`src/rtl/dram_1w2r_pkg.sv`:
```
`default_nettype none
// ---------------------------------------------------------------------------
// dram_1w2r_pkg : address-width helper for the 1W/2R distributed RAM
// Rev 1.0
// ---------------------------------------------------------------------------
package dram_1w2r_pkg;

  // Ceiling log2 with a floor of 1 so a 2-entry (or smaller) RAM still has an address bit.
  function automatic int clog2(input int n);
    int w;
    w = 0;
    while ((1 << w) < n) w++;
    return (w < 1) ? 1 : w;
  endfunction

endpackage
`default_nettype wire

```
`src/rtl/dram_1w2r.sv`:
```
`default_nettype none
// ---------------------------------------------------------------------------
// dram_1w2r : SZ x DW RAM, one synchronous write port, two combinational reads
// Rev 1.0
// ---------------------------------------------------------------------------
module dram_1w2r
  import dram_1w2r_pkg::*;
#(
  parameter int SZ = 2,
  parameter int DW = 32,
  localparam int AW = clog2(SZ)
) (
  input  logic          clk1_i,
  input  logic          rst_i,
  input  logic          we1_i,
  input  logic [AW-1:0] addr0_i,
  input  logic [AW-1:0] addr1_i,
  input  logic [DW-1:0] i1,
  output logic [DW-1:0] o0,
  output logic [DW-1:0] o1
);

  logic [DW-1:0] r_mem [SZ] = '{default: '0};
  logic          w_in0;
  logic          w_in1;

  // Addresses at or above SZ only exist when SZ is not a power of two.
  function automatic logic in_range(input logic [AW-1:0] a);
    return 32'(a) < 32'(SZ);
  endfunction

  assign w_in0 = in_range(addr0_i);
  assign w_in1 = in_range(addr1_i);

  always_ff @(posedge clk1_i) begin
    if (!rst_i) begin
      for (int i = 0; i < SZ; i++) r_mem[i] <= '0;
    end else if (we1_i && w_in1) begin
      r_mem[addr1_i] <= i1;
    end
  end

  assign o0 = w_in0 ? r_mem[addr0_i] : '0;
  assign o1 = w_in1 ? r_mem[addr1_i] : '0;

endmodule
`default_nettype wire

```
`config.mk`:
```
export PLATFORM = sky130hd
export DESIGN_NAME = dram_1w2r
export DESIGN_NICKNAME = d
export VERILOG_FILES = /design/src/rtl/dram_1w2r_pkg.sv /design/src/rtl/dram_1w2r.sv
export SDC_FILE = /design/constraint.sdc
export NUM_CORES = 1
export LEC_CHECK = 0
export CAP_MARGIN = 15
export CORE_MARGIN = 2
export CORE_UTILIZATION = 47
export DETAILED_ROUTE_END_ITERATION = 8
export GPL_ROUTABILITY_DRIVEN = 0
export PLACE_DENSITY = 0.77
export SYNTH_ARGS = -nofsm -noshare
export SYNTH_HDL_FRONTEND = slang
export SYNTH_SLANG_ARGS = --single-unit
```
`constraint.sdc`:
```
create_clock -name clk1_i -period 2.9 [get_ports clk1_i]
set_clock_uncertainty 0.2 [all_clocks]
set_input_delay 0.58 -clock clk1_i [delete_from_list [all_inputs] [get_ports clk1_i]]
set_output_delay 0.58 -clock clk1_i [all_outputs]
set_load 0.05 [all_outputs]
```
==> Flow_metrics.wiki <==
{| class="wikitable"
! Metric !! Value
|-
| Clock buffer depth || 2
|-
| Distinct cell type count of the synthesized netlist || 12
|-
| Nets@finish || between 300 and 400
|-
| Clock transition time at the flip-flop clock pins of the worst setup and hold paths || roughly 0.07 ns
|-
| Global-route wire length before repair || about 10,000 um
|-
| Area share of fa/ha/maj cells after synthesis || 0%
|-
| Largest family of logic cells by synthesized area || multiplexers
|-
| Endpoint class of the critical path || primary output
|-
| CTS tree || done
|-
| Total of endpoints with negative setup slack in the final report || 0
|-
| Worst min-delay path class || in -> reg
|-
| Worst voltage drop across the vdd grid || ~240 uV
|-
| Gate count of the mapped netlist || 247
|-
| DPL Wire Length || 4300 um
|-
| Area of the core || 0.00668 mm^2
|-
| Top library cells by usage in the layout, fill and taps aside || 70 x buf_4, 64 x edfxtp_1, 63 x nor2_1, 62 x mux2_2, 35 x nand2_1
|-
| Cell area power density || 589 mW/mm^2
|-
| Post-layout minimum cycle time || 2.44 ns
|-
| Kind of critical path || in -> out
|-
| Number of post-CTS setup repair buffers || 0
|-
| Number of flip-flops under the largest register name || between 60 and 70
|-
| Starting density of the core || around 48%
|-
| Number of global-route vias before repair || 2,112
|-
| Unrepaired setup endpoints after global routing || no
|-
| Critical Path Slowest Stage Cell || mux2_2
|-
| Total design power || around 2.5 mW
|-
| Total congestion overflow after global routing || 0
|-
| Cell Area, Synth || approximately 0.0032 mm^2
|-
| Required time of the critical path || around 2.1 ns
|-
| Multiplexer share of the synthesized area || 22.7%
|-
| Number of clock buffers inserted by TritonCTS || 9
|-
| Largest net degree at the start of global routing || 34
|-
| Area fraction in compound gates after synthesis || 0%
|-
| Post-Syn Area per Cell || ~13 um^2
|-
| Routed Wire Length || approximately 6600 um
|-
| Area added between synthesis and finish || 32.6%
|-
| Synth Net Count || around 280
|-
| Total count of hold-check failures in the final report || 0
|-
| Simple-Gate Fraction of Synth Area || between 10% and 20%
|-
| Deepest level of the CTS H-tree || 3
|-
| Setup_tns || 0 ns
|-
| Total of buffers placed on input and output ports || 100
|-
| DIE WIDTH || about 87 um
|-
| FMAX || 0.410 GHz
|-
| Most frequent standard cell in the layout excluding fill and tap cells || buf_4
|-
| Length of the first detailed-routing pass in iterations || 4
|-
| Worst Setup Slack post-DPL || approximately 0.45 ns
|-
| Inserted Diodes || 0
|-
| Number of max-cap violations || 0
|-
| Hold buffers post-CTS || 0
|-
| Number of placed I/O pins || ~100
|-
| FF+latch count, synth || 64
|-
| Top reg by flops || r_mem
|-
| CP Cell Sequence || buf_2, buf_12, mux2_2, buf_4
|-
| Root cell of the clock tree || clkbuf_8
|-
| Count of synthesis-stage warnings from yosys || 0
|-
| Critical path data arrival time || between 1.5 and 2 ns
|-
| Largest fanout of any net on the critical path || 23
|-
| Number of resized instances in the post-cts repair step || 0
|-
| Ratio of routed vias to standard cells || 5.07
|-
| Combined global-route utilization of all metal layers || a little under a fifth
|-
| Number of DRC violations after detailed routing || 0
|-
| Biggest registers after layout || r_mem x64
|-
| Die outline area || 0.00749 mm^2
|-
| DR vias || 2,201
|-
| Run status || finished clean
|-
| Sequential area share after synthesis || around three fifths
|-
| Count of clock tree sinks || 64
|-
| Relative slew slack || 73.0%
|-
| Initial antenna violation count || 0
|-
| Worst stage delay on the critical path || approximately 0.36 ns
|-
| Worst Tran Pin Value || just over 0.4 ns
|-
| Share of cells above drive strength 1 || 43.5%
|-
| Detailed router's first-iteration violation count || between 100 and 150
|-
| Std cell rows || 30
|-
| Number of fillers in the final layout || between 500 and 600
|-
| Height of the die || around 87 um
|-
| Routed len/inst || between 15 and 20 um
|-
| Tcrit/Tclk final || roughly 84%
|-
| CP Launch Type || input port
|-
| Final Max Tran Viols || 0
|-
| Post-synthesis share of cell area spent on xor and xnor gates || 0%
|-
| Leakage power figure || ~1.7 nW
|-
| ANT nets after route || 0
|-
| Least setup slack across all paths after layout || 0.461 ns
|}
[worst max-delay path: cells and delay by family]
family	cells	cell delay (ns)
buffers and inverters	3	0.71
muxes	1	0.36
[metrics by stage]
stage	cell area (um^2)	instances	hold slack [ns]	utilization (%)
3_5_place_dp	4090	418	0.984	61.3
2_1_floorplan	3200	247	0.608	-
3_3_place_gp	4090	418	0.987	61.3
5_1_grt	4250	434	0.723	63.6
4_1_cts	4250	434	0.704	63.6
6_report	4250	434	0.723	63.6
[routing by layer]
layer / up-vias / wire (um) / part of all wire (%) / GRT usage, %
met3: 7 / 359 / 5.4 / 3.81
met2: 72 / 3570 / 54 / 32.4
met5: - / 0 / 0 / 0
li1: 1067 / - / - / -
met4: 0 / 65 / 0.98 / 6.82
met1: 1055 / 2640 / 40 / 22.0
[synth_stat cells]
master	number	share of area (%)
edfxtp_1	64	60
nor2_1	63	7.4
mux2_2	62	22
nand2_1	35	4.1
buf_6	8	2.8
buf_2	7	1.1
clkbuf_8	2	0.86
mux2_4	2	0.94
buf_4	1	0.23
clkbuf_2	1	0.16
nand2b_4	1	0.43
nor2_2	1	0.20
[cell type report]
cell class / instances / area, um^2 / area share [%]
clock inverters: 6 / 26.3 / 0.619
clock buffers: 10 / 128 / 3.00
well taps: 80 / 100 / 2.36
repair buffers: 110 / 956 / 22.5
multi-input cells: 164 / 1120 / 26.3
flip-flops and latches: 64 / 1920 / 45.2
[kinds of logic after synthesis]
family	count (synthesis)
mux	64
buf+inv	19
simple gates	100
flops	64
[power by group]
group	switching (mW)	leakage [nW]	internal, mW
combinational	0.493	0.986	0.273
clock	0.308	0.0823	0.297
sequential	0.0327	0.651	1.10
total	0.833	1.72	1.67
[path summary, 6_finish.rpt]
kind	from	slack, ns	cells after the start	to
setup / recovery	addr1_i	0.46	4	o1[31]
hold / removal	i1[23]	0.72	3	r_mem[0][23]$_SDFFCE_PN0P_
Power figures use the tool's default switching activity.
